File: config.mk
export PLATFORM = sky130hd
export DESIGN_NAME = blit_param_regs_flat
export DESIGN_NICKNAME = d
export VERILOG_FILES = /design/src/rtl/blit_param_regs_if.sv /design/src/rtl/blit_param_regs.sv /design/src/flat_wrapper.sv
export SDC_FILE = /design/constraint.sdc
export NUM_CORES = 1
export LEC_CHECK = 0
export BUFFER_PORTS_ARGS = -buffer_cell sky130_fd_sc_hd__buf_2
export CORE_MARGIN = 4
export CORE_UTILIZATION = 30
export DETAILED_ROUTE_END_ITERATION = 16
export GPL_TIMING_DRIVEN = 0
export PLACE_DENSITY_LB_ADDON = 0.05
export SLEW_MARGIN = 20
export SYNTH_ARGS = -nofsm -noshare
export SYNTH_HDL_FRONTEND = slang
export SYNTH_SLANG_ARGS = --single-unit
File: constraint.sdc
create_clock -name CCLK -period 1.8 [get_ports CCLK]
set_clock_uncertainty 0.2 [all_clocks]
set_input_delay 0.09 -clock CCLK [delete_from_list [all_inputs] [get_ports CCLK]]
set_output_delay 0.09 -clock CCLK [all_outputs]
set_load 0.1 [all_outputs]
File: src/rtl/blit_param_regs_if.sv
// Parameter-load and inner-loop handshake bundle between the blitter
// parameter sequencer and blit_param_regs.
interface blit_param_regs_if #(parameter int DW = 8);
  logic [DW-1:0] D;
  logic          LDINRL;
  logic          LDSTPL;
  logic          LDPATL;
  logic          INSTART;
  logic          INSTEP;
  logic [DW:0]   INCNT;
  logic          INACT;
  logic          INNERDN;
  logic [DW-1:0] STEP;
  logic [DW-1:0] PATTERN;

  modport master (
    output D, LDINRL, LDSTPL, LDPATL, INSTART, INSTEP,
    input  INCNT, INACT, INNERDN, STEP, PATTERN
  );

  modport slave (
    input  D, LDINRL, LDSTPL, LDPATL, INSTART, INSTEP,
    output INCNT, INACT, INNERDN, STEP, PATTERN
  );
endinterface

File: src/rtl/blit_param_regs.sv
// Blitter parameter registers (inner count, step, pattern) and inner-loop counter.
// Optional macro BLIT_INZERO256_EN: a zero inner count runs a full 2^DW loop.
module blit_param_regs #(
  parameter int DW = 8
) (
  input  logic              CCLK,
  input  logic              RESETL,
  blit_param_regs_if.slave  bus
);

  typedef enum logic [1:0] {IDLE, RUN, DONE} state_t;

  localparam logic [DW:0] CNT_ONE = (DW+1)'(1);

  state_t        state, nxt_state;
  logic [DW-1:0] istore, step_q, pattern_q;
  logic [DW:0]   incnt, nxt_incnt;
  logic          inact, innerdn;

  always_comb begin
    nxt_state = state;
    nxt_incnt = incnt;
    unique case (state)
      IDLE: begin
        // INSTEP is deliberately not looked at here; a start never decrements
        if (bus.INSTART) begin
          nxt_incnt = {1'b0, istore};
          if (istore != '0) begin
            nxt_state = RUN;
          end else begin
`ifdef BLIT_INZERO256_EN
            nxt_incnt = {1'b1, {DW{1'b0}}};
            nxt_state = RUN;
`else
            nxt_state = DONE;
`endif
          end
        end
      end
      RUN: begin
        if (bus.INSTEP) begin
          if (incnt > CNT_ONE) begin
            nxt_incnt = incnt - CNT_ONE;
          end else begin
            nxt_incnt = '0;
            nxt_state = DONE;
          end
        end
      end
      DONE:    nxt_state = IDLE;
      default: nxt_state = IDLE;
    endcase
  end

  // Loads only touch istore, so a reload mid-run waits for the next INSTART
  always_ff @(posedge CCLK or negedge RESETL) begin
    if (!RESETL) begin
      state     <= IDLE;
      incnt     <= '0;
      istore    <= '0;
      step_q    <= '0;
      pattern_q <= '0;
      inact     <= 1'b0;
      innerdn   <= 1'b0;
    end else begin
      state   <= nxt_state;
      incnt   <= nxt_incnt;
      inact   <= (nxt_state == RUN);
      innerdn <= (nxt_state == DONE);
      if (!bus.LDINRL) istore    <= bus.D;
      if (!bus.LDSTPL) step_q    <= bus.D;
      if (!bus.LDPATL) pattern_q <= bus.D;
    end
  end

  assign bus.INCNT   = incnt;
  assign bus.INACT   = inact;
  assign bus.INNERDN = innerdn;
  assign bus.STEP    = step_q;
  assign bus.PATTERN = pattern_q;

endmodule

File: src/flat_wrapper.sv
// flat-port wrapper written by rule: the top's interface ports become plain ports
module blit_param_regs_flat 
#(
  parameter int DW = 8
)
  (CCLK, RESETL, bus_D, bus_LDINRL, bus_LDSTPL, bus_LDPATL, bus_INSTART, bus_INSTEP, bus_INCNT, bus_INACT, bus_INNERDN, bus_STEP, bus_PATTERN);
  blit_param_regs_if #(.DW(DW)) bus_i ();
  input  logic CCLK;
  input  logic RESETL;
  input wire logic [$bits(bus_i.D)-1:0] bus_D;
  input wire logic [$bits(bus_i.LDINRL)-1:0] bus_LDINRL;
  input wire logic [$bits(bus_i.LDSTPL)-1:0] bus_LDSTPL;
  input wire logic [$bits(bus_i.LDPATL)-1:0] bus_LDPATL;
  input wire logic [$bits(bus_i.INSTART)-1:0] bus_INSTART;
  input wire logic [$bits(bus_i.INSTEP)-1:0] bus_INSTEP;
  output wire logic [$bits(bus_i.INCNT)-1:0] bus_INCNT;
  output wire logic [$bits(bus_i.INACT)-1:0] bus_INACT;
  output wire logic [$bits(bus_i.INNERDN)-1:0] bus_INNERDN;
  output wire logic [$bits(bus_i.STEP)-1:0] bus_STEP;
  output wire logic [$bits(bus_i.PATTERN)-1:0] bus_PATTERN;
  assign bus_i.D = bus_D;
  assign bus_i.LDINRL = bus_LDINRL;
  assign bus_i.LDSTPL = bus_LDSTPL;
  assign bus_i.LDPATL = bus_LDPATL;
  assign bus_i.INSTART = bus_INSTART;
  assign bus_i.INSTEP = bus_INSTEP;
  assign bus_INCNT = bus_i.INCNT;
  assign bus_INACT = bus_i.INACT;
  assign bus_INNERDN = bus_i.INNERDN;
  assign bus_STEP = bus_i.STEP;
  assign bus_PATTERN = bus_i.PATTERN;
  blit_param_regs #(.DW(DW)) u_core (.CCLK(CCLK), .RESETL(RESETL), .bus(bus_i));
endmodule
==> metrics.md, run 1 <==
| Metric | Value |
|---|---|
| Die H | `about 83 µm` |
| Post-route DRC | `0` |
| Syn_area_per_cell | `between 10 and 15 µm²` |
| Post-DRT Antenna Nets | `0` |
| Proportion of layout cells with a drive suffix above 1 | `55.17%` |
| Largest net degree at the start of global routing | `38` |
| RSZ-0062 raised after global routing | `yes` |
| CTS buffer count | `5` |
| Buffers added on ports | `38` |
| Setup violations, final | `8` |
| Critical path buffers and inverters | `0` |
| Mapped Cells | `140` |
| Failing checks | `negative setup slack` |
| IO Pins | `42` |
| Vias per std cell | `between 4 and 5` |
| Area taken by multi-input logic gates | `between 800 and 900 µm²` |
| Vias in the first global route | `about 1400` |
| Clk_lat worst skew | `280 ps` |
| Initial drt markers | `55` |
| Top achievable clock speed | `530.3 MHz` |
| GRT Util Overall | `11.99%` |
| Slowest CP cell | `dfrtp_4` |
| Synth Cell Area | `1699 µm²` |
| Power share of the combinational group | `49.2%` |
| Register area | `944.7 µm²` |
| Crit path max fanout | `7` |
| Sequential share of power | `between 30% and 40%` |
| Clock power frac | `19.0%` |
| Critical-path cell list | `ha_4 -> o21bai_4 -> a41o_4 -> or4_4 -> nand3_2` |
| Core Util, Final | `between 40 and 50%` |
| Hold Path Class | `input pin to register` |
| Clock-pin slew on the worst setup and hold paths | `80 ps` |
| Power, Total | `between 0.003 and 0.004 W` |
| H-Tree Depth | `2` |
| Async set-reset flop share out of synthesis | `between 90% and 100%` |
| Startpoint Class | `register` |
| Slew Limit Fails | `0` |
| CTS Sinks | `37` |
| Core ar. | `5507 µm²` |
| Start point of the worst hold path | `bus_LDINRL` |
| Filler instances | `approximately 530` |
| EDFF count, synth | `0` |
| Antenna violations before repair | `0` |
| FF-to-FF Start | `u_core.bus.INCNT[0]$_DFFE_PN0P_` |
| Row cnt | `27` |
| Pwr Density | `1627 nW/µm²` |
| Critical Path AT | `1910 ps` |
| Starting Density | `30.86%` |
| Final nets | `between 200 and 250` |
| Dpl cell area | `~2000 µm²` |
| Sequential area share after synthesis | `54.49%` |
| Switching Share | `49.00%` |
| Global-route wire length before repair | `between 6000 and 7000 µm` |
| Synth Register Bits | `37` |
| Die X | `83.26 µm` |
| Yosys warnings | `0` |
| Max-Cap Viols | `0` |
| CTS tree | `built` |
| Worst rel slew slack | `44.49%` |
| Worst setup path category | `register to register` |
| Net Switching | `approximately 0.0019 W` |
| First drt pass iteration count | `4` |
| Worst stage delay on the critical path | `540 ps` |
| Clock Tree Buf Depth | `2` |
| Total gr overflow | `0` |
| HPWL after detailed placement | `2797 µm` |
| Required @ worst endpoint | `1820 ps` |
| Full die area | `6931 µm²` |
| Commonest cells after routing, fill and taps aside | `buf_2 (39), dfrtp_1 (28), mux2_2 (24)` |
| Synth-to-layout area growth | `41.61%` |
| Post-Syn Nets | `157` |
| GPL Wtd Cong | `0.8389` |
| Critical path launch point | `u_core.bus.INCNT[0]$_DFFE_PN0P_` |
| Via count | `1342` |
| Final min period | `between 1500 and 2000 ps` |
| Max IR drop VDD | `1126 µV` |
| WL final | `3953 µm` |
| Final Cell Area | `2406 µm²` |
| # diodes | `0` |
| CP Capture Type | `register` |
| Status | `finished with violations` |
| CP top delay family | `flip-flops` |
| Most common cell after layout, fill and taps aside | `buf_2` |
| Final setup TNS | `-276.7 ps` |
| Root Buffer | `clkbuf_8` |
| Actual slew at the worst max-slew pin | `approximately 830 ps` |
| Leak | `between 1 and 1.5 nW` |
| Top_reg_cell synth | `dfrtp_1` |
| Final count of hold timing violations | `0` |
| DR WL/cell | `roughly 14 µm` |
| Setup ws final | `-85.80 ps` |
| Fin crit share | `104.8%` |
| Synth cell types | `38` |
| P_int | `0.001996 W` |
-- what timing repair did --
action / in CTS / in global routing
resized for setup: 10 / 14
hold buffers: 11 / 0
pin swaps: 5 / 7
endpoints found under the setup margin: 9 / 13
setup buffers: 7 / 1
hold endpoints to repair: 65 / 0
-- area by class of cell --
type,instances,area share [%]
inverter,3,0.6760
tap,72,3.744
multi-input combinational,92,34.89
clock buffer,6,3.432
sequential,37,39.26
buffer,6,1.300
clock inverter,2,1.560
timing repair buffer,57,15.13
-- routing by layer --
metal	track usage (%)	wire [µm]	up-vias	share of wire [%]
met5	0	0	-	0
met4	4.606	51	0	1.3
met3	3.770	218	6	5.5
met2	19.83	1892	35	48
met1	14.52	1790	653	45
li1	-	-	648	-
-- cells by family (layout without fill, tap and decap cells) --
kind of cell | count (synthesis) | after routing | synth area share [%]
and+or+nand+nor | 34 | 34 | 11.56
muxes | 25 | 25 | 16.49
AOI/OAI and AO/OA | 31 | 31 | 12.59
DFF | 37 | 37 | 54.49
adders and majority gates | 2 | 2 | 1.473
buffers and inverters | 11 | 74 | 3.387
-- worst register-to-register path, stage by stage (launching register included) --
cell      delay, ps
dfrtp_4         540
ha_4            180
o21bai_4        170
a41o_4          240
or4_4           420
nand3_2          80
-- synth_stat cells (2+ instances only) --
cell / n / area share (%)
clkbuf_1: 5 / 1.1
nor3_1: 2 / 0.59
a2bb2oi_1: 2 / 1.0
nor2_1: 4 / 0.88
nand3_1: 4 / 1.2
o211ai_1: 2 / 0.88
or3_1: 2 / 0.74
inv_1: 3 / 0.66
o31ai_1: 2 / 0.88
a22o_1: 2 / 1.0
ha_1: 2 / 1.5
nand2_1: 8 / 1.8
a311oi_1: 2 / 1.0
mux2_2: 24 / 16
a21oi_1: 7 / 2.1
buf_6: 2 / 1.3
o21ai_0: 7 / 2.1
nor4_1: 4 / 1.5
dfrtp_1: 37 / 54
-- per-stage QoR --
| step | instances | hold WS [ps] | setup slack (ps) |
|---|---|---|---|
| floorplan | 140 | -405.6 | -266.2 |
| global placement | 250 | 25.72 | -199.7 |
| detailed placement | 250 | 51.38 | -211.8 |
| CTS | 275 | 120.6 | -145.1 |
| global route | 275 | 140.4 | -123.8 |
| finish | 275 | 111.1 | -85.80 |
-- flip-flops by register name (all words and copies together), names as in the netlist --
register,flops
u_core.bus.INACT,1
u_core.bus.INCNT,9
u_core.bus.INNERDN,1
u_core.bus.PATTERN,8
u_core.bus.STEP,8
u_core.istore,8
u_core.state,2
-- path summary, 6_finish.rpt --
kind,end,slack [ps],cells past startpoint
worst max-delay path,u_core.bus.INCNT[7]$_DFFE_PN0P_,-90,5
worst max register to register,u_core.bus.INCNT[7]$_DFFE_PN0P_,-90,5
worst min register to register,u_core.bus.INCNT[8]$_DFFE_PN0P_,300,1
max in group asynchronous,u_core.bus.INCNT[4]$_DFFE_PN0P_,550,2
worst min-delay path,u_core.istore[0]$_DFFE_PN0N_,110,2
min in group asynchronous,u_core.bus.INCNT[6]$_DFFE_PN0P_,240,2
-- power by group through the flow --
stage / sequential, W / combinational, W / clock [W]
2_1_floorplan: 0.00215 / 0.000458 / 0
3_3_place_gp: 0.00124 / 0.00168 / 0
3_5_place_dp: 0.00124 / 0.00169 / 0
4_1_cts: 0.00123 / 0.00184 / 0.000770
5_1_grt: 0.00127 / 0.00203 / 0.000801
6_report: 0.00124 / 0.00193 / 0.000745
No activity file was read; power rests on OpenSTA's default activity.
==> run 2: changes to the inputs <==
--- a/config.mk
+++ b/config.mk
@@ -6,6 +6,8 @@
 export NUM_CORES = 1
 export LEC_CHECK = 0
 export BUFFER_PORTS_ARGS = -buffer_cell sky130_fd_sc_hd__buf_2
+export CELL_PAD_IN_SITES_DETAIL_PLACEMENT = 0
+export CELL_PAD_IN_SITES_GLOBAL_PLACEMENT = 1
 export CORE_MARGIN = 4
 export CORE_UTILIZATION = 30
 export DETAILED_ROUTE_END_ITERATION = 16
==> run 2 against run 1 <==
Count of clock-buffer cells in the layout unchanged. Routed wire length rose by 9.2%. Final cell count is 3.6% higher. Critical path type unchanged. Die area did not move. The flow still finishes with violations (negative setup slack). Hold slack lost 8.4 ps. Critical path depth up 1. Setup slack got worse by 87 ps. Register-to-register slack worse by 90 ps. Clock power rose by 0.8%. Critical endpoint unchanged. Via count increased by 3.7%. Sequential power is essentially flat. Largest cell class unchanged.
==> metrics.md, run 2 (same netlist as run 1, synthesis figures left out) <==
| Metric | Value |
|---|---|
| Status | `finished with violations (unchanged)` |
| Failing checks | `negative setup slack (unchanged)` |
| Die H | `83.26 µm (unchanged)` |
| Crit path max fanout | `7 (unchanged)` |
| FF-to-FF Start | `u_core.bus.INCNT[0]$_DFFE_PN0P_ (unchanged)` |
| Row cnt | `27 (unchanged)` |
| Dpl cell area | `2027 µm² (unchanged)` |
| IO Pins | `42 (unchanged)` |
| Setup violations, final | `7 (was 8)` |
| CP Capture Type | `register (unchanged)` |
| Required @ worst endpoint | `1820 ps (about the same)` |
| Proportion of layout cells with a drive suffix above 1 | `61.03% (was 55.17%)` |
| CTS tree | `built (unchanged)` |
| Number of flip-flops in the largest register | `9 (unchanged)` |
| Core ar. | `5507 µm² (unchanged)` |
| Total gr overflow | `0 (unchanged)` |
| R2R Path End | `u_core.bus.INCNT[7]$_DFFE_PN0P_ (unchanged)` |
| CTS Sinks | `37 (unchanged)` |
| Slew Limit Fails | `0 (unchanged)` |
| Vias per std cell | `4.881 (was 4.880)` |
| Fin crit share | `109.6% (was 104.8%)` |
| Cells after DPL | `250 (unchanged)` |
| WL final | `4317 µm (was 3953 µm)` |
| Largest net degree at the start of global routing | `38 (unchanged)` |
| Post-DRT Antenna Nets | `0 (unchanged)` |
| Global-route wire length before repair | `7100 µm (was 6706 µm)` |
| Clock Tree Buf Depth | `2 (unchanged)` |
| Worst rel slew slack | `44.11% (was 44.49%)` |
| Actual slew at the worst max-slew pin | `838.3 ps (was 832.6 ps)` |
| GPL Wtd Cong | `0.8197 (was 0.8389)` |
| Full die area | `6931 µm² (unchanged)` |
| First drt pass iteration count | `4 (unchanged)` |
| Commonest cells after routing, fill and taps aside | `buf_2 (39), dfrtp_1 (28), mux2_2 (24) (unchanged)` |
| Pwr Density | `1630 nW/µm² (was 1627 nW/µm²)` |
| CTS buffer count | `5 (unchanged)` |
| Buffers added on ports | `38 (unchanged)` |
| Via count | `1391 (was 1342)` |
| Final Cell Area | `2569 µm² (was 2406 µm²)` |
| R2R cell count | `6 (was 5)` |
| Initial drt markers | `55 (unchanged)` |
| Clock-pin slew on the worst setup and hold paths | `80 ps (about the same)` |
| R2R setup slack | `-170 ps (was -90 ps)` |
| Final nets | `229 (was 219)` |
| GRT Util Overall | `12.49% (was 11.99%)` |
| DR WL/cell | `15.15 µm (was 14.37 µm)` |
| Clk_lat worst skew | `280 ps (about the same)` |
| HPWL after detailed placement | `2860 µm (was 2797 µm)` |
| Critical Path AT | `1990 ps (was 1910 ps)` |
| # diodes | `0 (unchanged)` |
| Layout Cells excl Fill | `285 (was 275)` |
| Starting Density | `30.86% (unchanged)` |
| Worst setup path category | `register to register (unchanged)` |
| Start point of the worst hold path | `bus_LDINRL (unchanged)` |
| Final min period | `1973 ps (was 1886 ps)` |
| Max IR drop VDD | `827.9 µV (was 1126 µV)` |
| Hold Path Class | `input pin to register (unchanged)` |
| WHS Path Cells | `2 (unchanged)` |
| Max-Cap Viols | `0 (unchanged)` |
| Die X | `83.26 µm (unchanged)` |
| Final count of hold timing violations | `0 (unchanged)` |
| H-Tree Depth | `2 (unchanged)` |
| Vias in the first global route | `1425 (was 1397)` |
| Synth-to-layout area growth | `51.18% (was 41.61%)` |
| Startpoint Class | `register (unchanged)` |
| Top achievable clock speed | `506.9 MHz (was 530.3 MHz)` |
| Leak | `1.070 nW (was 1.001 nW)` |
| Root Buffer | `clkbuf_8 (unchanged)` |
| RSZ-0062 raised after global routing | `yes (unchanged)` |
| Most common cell after layout, fill and taps aside | `buf_2 (unchanged)` |
| Hold endpoint | `u_core.istore[6]$_DFFE_PN0N_ (was u_core.istore[0]$_DFFE_PN0N_)` |
| Setup ws final | `-172.6 ps (was -85.80 ps)` |
| Post-route DRC | `0 (unchanged)` |
| Antenna violations before repair | `0 (unchanged)` |
[run 2: timing repair]
action / in CTS / in global routing
endpoints found under the setup margin: 9 / 13
hold buffers: 11 / 0
pin swaps: 2 / 21
setup buffers: 5 / 12
gates resized for setup: 5 / 35
endpoints found under the hold margin: 65 / 0
[run 2: area by class of cell]
class,count,area (µm²)
Clock buffer,6,82.58
Sequential cell,37,944.7
Fill cell,512,2938
Tap cell,72,90.09
Clock inverter,2,37.54
Inverter,3,16.27
Timing Repair Buffer,66,462.9
Multi-Input combinational cell,92,890.9
Buffer,7,43.79
[run 2: power breakdown]
| group | switching, W | total [W] | internal [W] |
|---|---|---|---|
| registers | 0.000225 | 0.00124 | 0.00102 |
| logic | 0.00149 | 0.00219 | 0.000705 |
| clock network | 0.000300 | 0.000751 | 0.000450 |
| total | 0.00201 | 0.00419 | 0.00217 |
[run 2: stage by stage]
stage | total power (W) | setup TNS, ps | worst slack (ps) | utilization, % | hold slack, ps
floorplan | 0.002613 | -941.2 | -266.2 | - | -405.6
global placement | 0.002933 | -825.4 | -209.4 | 36.81 | 26.34
detailed placement | 0.002932 | -779.7 | -223.2 | 36.81 | 46.59
CTS | 0.003861 | -983.7 | -154.7 | 42.26 | 101.2
global route | 0.004375 | -1405 | -221.1 | 46.65 | 121.7
finish | 0.004186 | -799.9 | -172.6 | 46.65 | 102.7
[run 2: how the worst max path moves through the flow]
stage                                         start  slack [ps]  cells after the start                         endpoint
finish              u_core.bus.INCNT[0]$_DFFE_PN0P_        -170                      6  u_core.bus.INCNT[7]$_DFFE_PN0P_
global route        u_core.bus.INCNT[0]$_DFFE_PN0P_        -220                      6  u_core.bus.INCNT[5]$_DFFE_PN0P_
CTS                 u_core.bus.INCNT[0]$_DFFE_PN0P_        -150                      4  u_core.bus.INCNT[7]$_DFFE_PN0P_
detailed placement  u_core.bus.INCNT[0]$_DFFE_PN0P_        -220                      6  u_core.bus.INCNT[4]$_DFFE_PN0P_
global placement    u_core.bus.INCNT[0]$_DFFE_PN0P_        -210                      6  u_core.bus.INCNT[4]$_DFFE_PN0P_
floorplan           u_core.bus.INCNT[1]$_DFFE_PN0P_        -270                      7  u_core.bus.INCNT[7]$_DFFE_PN0P_
[run 2: worst max-delay path, cell delays in order, from the launching register on]
cell and delay, ps:
dfrtp_4 520, ha_4 160, o21bai_4 180, a41o_1 200
buf_6 140, or4_4 420, nand3_2 80
[run 2: routing by layer]
metal | GRT usage [%] | share of wire [%] | wire length (µm) | vias up
met2 | 20.48 | 49 | 2121 | 36
met1 | 15.51 | 44 | 1905 | 683
met3 | 3.869 | 5.2 | 224 | 6
li1 | - | - | - | 666
met4 | 4.309 | 1.5 | 65 | 0
met5 | 0 | 0 | 0 | -
==> run 3: changes to the inputs <==
--- a/config.mk
+++ b/config.mk
@@ -12,7 +12,7 @@
 export CORE_UTILIZATION = 30
 export DETAILED_ROUTE_END_ITERATION = 16
 export GPL_TIMING_DRIVEN = 0
-export PLACE_DENSITY_LB_ADDON = 0.05
+export PLACE_DENSITY = 0.72
 export SLEW_MARGIN = 20
 export SYNTH_ARGS = -nofsm -noshare
 export SYNTH_HDL_FRONTEND = slang
==> run 3 against run 2 <==
The flow still finishes with violations (negative setup slack). Fmax up 0.67%. Non-clock buffer count decreased by 8. Combinational power is 11% lower. Power shrank 10%. Count of clock-buffer cells in the layout is the same. First-iteration DRC count up 29%. Critical path depth up 1. Cell area decreased by 7.9%. Setup slack improved by 13 ps. Utilization shrank 3.7 points. Final cell count is 2.8% lower. Hold slack improved by 2.2 ps.
==> metrics.md, run 3 (same netlist as run 1, synthesis figures left out) <==
| Metric | Value |
|---|---|
| Crit path max fanout | `4 (was 7)` |
| Layout Cells excl Fill | `277 (was 285)` |
| GPL Wtd Cong | `0.7916 (was 0.8197)` |
| Number of flip-flops in the largest register | `9 (unchanged)` |
| Post-DRT Antenna Nets | `0 (unchanged)` |
| Status | `finished with violations (unchanged)` |
| Failing checks | `negative setup slack (unchanged)` |
| Worst rel slew slack | `43.61% (was 44.11%)` |
| Power share of the combinational group | `52.1% (was 52.4%)` |
| Core ar. | `5507 µm² (unchanged)` |
| Root Buffer | `clkbuf_8 (unchanged)` |
| Post-route DRC | `0 (unchanged)` |
| Max-Cap Viols | `0 (unchanged)` |
| Final min period | `1960 ps (was 1973 ps)` |
| Clock-pin slew on the worst setup and hold paths | `80 ps (about the same)` |
| First drt pass iteration count | `2 (was 4)` |
| CTS tree | `built (unchanged)` |
| Clock Tree Buf Depth | `2 (unchanged)` |
| Slew Limit Fails | `0 (unchanged)` |
| Vias in the first global route | `1413 (was 1425)` |
| Setup violations, final | `5 (was 7)` |
| IO Pins | `42 (unchanged)` |
| Dpl cell area | `2027 µm² (unchanged)` |
| RSZ-0062 raised after global routing | `yes (unchanged)` |
| Cells after DPL | `250 (unchanged)` |
| Final Cell Area | `2365 µm² (was 2569 µm²)` |
| DR WL/cell | `14.64 µm (was 15.15 µm)` |
| Hold_ws | `104.9 ps (was 102.7 ps)` |
| Proportion of layout cells with a drive suffix above 1 | `53.17% (was 61.03%)` |
| Startpoint Class | `register (unchanged)` |
| Required @ worst endpoint | `1800 ps (was 1820 ps)` |
| Max IR drop VDD | `957.4 µV (was 827.9 µV)` |
| Row cnt | `27 (unchanged)` |
| Worst setup path category | `register to register (unchanged)` |
| Initial drt markers | `71 (was 55)` |
| Slowest CP cell | `dfrtp_4 (unchanged)` |
| Total gr overflow | `0 (unchanged)` |
| HPWL after detailed placement | `2804 µm (was 2860 µm)` |
| Clock power frac | `15.5% (was 17.9%)` |
| Worst stage delay on the critical path | `510 ps (was 520 ps)` |
| Sequential share of power | `32.5% (was 29.7%)` |
| Synth-to-layout area growth | `39.18% (was 51.18%)` |
| Final nets | `221 (was 229)` |
| Top achievable clock speed | `510.3 MHz (was 506.9 MHz)` |
| GRT Util Overall | `12.26% (was 12.49%)` |
| Vias per std cell | `4.892 (was 4.881)` |
| Full die area | `6931 µm² (unchanged)` |
| P_int | `0.001838 W (was 0.002172 W)` |
| Commonest cells after routing, fill and taps aside | `buf_2 (39), dfrtp_1 (28), mux2_2 (24) (unchanged)` |
| Clk_lat worst skew | `290 ps (was 280 ps)` |
| WL final | `4054 µm (was 4317 µm)` |
| CP top delay family | `simple AND/OR/NAND/NOR gates (was flip-flops)` |
| Leak | `0.9838 nW (was 1.070 nW)` |
| Critical-path cell list | `buf_4 -> inv_4 -> ha_4 -> or3b_4 -> nor4_2 -> a21oi_1 -> o221ai_1 (was ha_4 -> o21bai_4 -> a41o_1 -> buf_6 -> or4_4 -> nand3_2)` |
| Starting Density | `30.86% (unchanged)` |
| Pwr Density | `1590 nW/µm² (was 1630 nW/µm²)` |
| Setup ws final | `-159.5 ps (was -172.6 ps)` |
| Critical path buffers and inverters | `2 (was 1)` |
| Largest net degree at the start of global routing | `38 (unchanged)` |
| Switching Share | `51.13% (was 48.12%)` |
| H-Tree Depth | `2 (unchanged)` |
| CTS buffer count | `5 (unchanged)` |
| Power, Total | `0.003761 W (was 0.004186 W)` |
| Fin crit share | `108.9% (was 109.6%)` |
| # diodes | `0 (unchanged)` |
| Filler instances | `517 (was 512)` |
| Net Switching | `0.001923 W (was 0.002014 W)` |
| Grt met1 use | `15.20% (was 15.51%)` |
| Global routing usage on met2 | `19.68% (was 20.48%)` |
| Critical Path AT | `1960 ps (was 1990 ps)` |
| Actual slew at the worst max-slew pin | `845.8 ps (was 838.3 ps)` |
| CP Capture Type | `register (unchanged)` |
| Global-route wire length before repair | `6872 µm (was 7100 µm)` |
| Via count | `1355 (was 1391)` |
| Final count of hold timing violations | `0 (unchanged)` |
| Die H | `83.26 µm (unchanged)` |
| Most common cell after layout, fill and taps aside | `buf_2 (unchanged)` |
| CTS Sinks | `37 (unchanged)` |
| Die X | `83.26 µm (unchanged)` |
| Hold Path Class | `input pin to register (unchanged)` |
| Antenna violations before repair | `0 (unchanged)` |
| Met3 GRT Util | `3.770% (was 3.869%)` |
| Gr busiest metal | `met2 (unchanged)` |
| Buffers added on ports | `38 (unchanged)` |
-- run 3: changes by cell type in the layout (fill, tap and decap cells not counted), sizes merged --
cell | before | now
clkinvlp | 1 | 2
buf | 58 | 50
bufinv | 1 | 0
-- run 3: through the flow --
stage,setup TNS (ps),setup slack [ps],utilization (%)
2_1_floorplan,-941.2,-266.2,-
3_3_place_gp,-570.0,-184.2,36.81
3_5_place_dp,-634.2,-202.9,36.81
4_1_cts,-511.2,-144.4,41.70
5_1_grt,-770.4,-217.5,42.94
6_report,-362.5,-159.5,42.94
-- run 3: cell type report --
| class | count | area, µm² | area share [%] |
|---|---|---|---|
| clock inverters | 2 | 15.01 | 0.6349 |
| flip-flops and latches | 37 | 944.7 | 39.95 |
| plain buffers | 7 | 42.54 | 1.799 |
| multi-input cells | 92 | 815.8 | 34.50 |
| clock buffers | 6 | 72.57 | 3.069 |
| inverters | 3 | 16.27 | 0.6878 |
| well taps | 72 | 90.09 | 3.810 |
| repair buffers | 58 | 367.9 | 15.56 |
-- run 3: worst paths after layout --
kind	slack [ps]	cells after the start	endpoint	from
max reg2reg	-160	7	u_core.bus.INCNT[4]$_DFFE_PN0P_	u_core.bus.INCNT[0]$_DFFE_PN0P_
min	100	2	u_core.istore[2]$_DFFE_PN0N_	bus_LDINRL
max	-160	7	u_core.bus.INCNT[4]$_DFFE_PN0P_	u_core.bus.INCNT[0]$_DFFE_PN0P_
max in group asynchronous	530	2	u_core.bus.INCNT[1]$_DFFE_PN0P_	RESETL
min in group asynchronous	240	2	u_core.bus.INCNT[3]$_DFFE_PN0P_	RESETL
min reg2reg	290	1	u_core.bus.INCNT[8]$_DFFE_PN0P_	u_core.bus.INCNT[8]$_DFFE_PN0P_
-- run 3: worst reg2reg max path: cells and delay by family (launching register included) --
| kind | cells | cell delay (ps) |
|---|---|---|
| AOI/OAI and AO/OA | 2 | 260 |
| adders and majority gates | 1 | 140 |
| buffers and inverters | 2 | 200 |
| DFF | 1 | 510 |
| and+or+nand+nor | 2 | 560 |
-- run 3: power by group through the flow --
| stage | Combinational, W | Clock, W | Sequential (W) |
|---|---|---|---|
| floorplan | 0.000458 | 0 | 0.00215 |
| global placement | 0.00168 | 0 | 0.00124 |
| detailed placement | 0.00168 | 0 | 0.00124 |
| CTS | 0.00186 | 0.000604 | 0.00122 |
| global route | 0.00206 | 0.000641 | 0.00126 |
| finish | 0.00196 | 0.000581 | 0.00122 |
-- run 3: what timing repair did --
action / CTS / global route
gates cloned: 0 / 0
hold buffers: 11 / 0
pin swaps: 2 / 8
buffers inserted: 4 / 5
gates resized for setup: 7 / 10
setup endpoints to repair: 9 / 9
hold endpoints to repair: 65 / 0
-- run 3: layer usage --
metal | part of all wire, % | vias to the layer above
met5 | 0 | -
met4 | 1.7 | 0
met1 | 44 | 669
li1 | - | 647
met3 | 5.1 | 9
met2 | 49 | 30
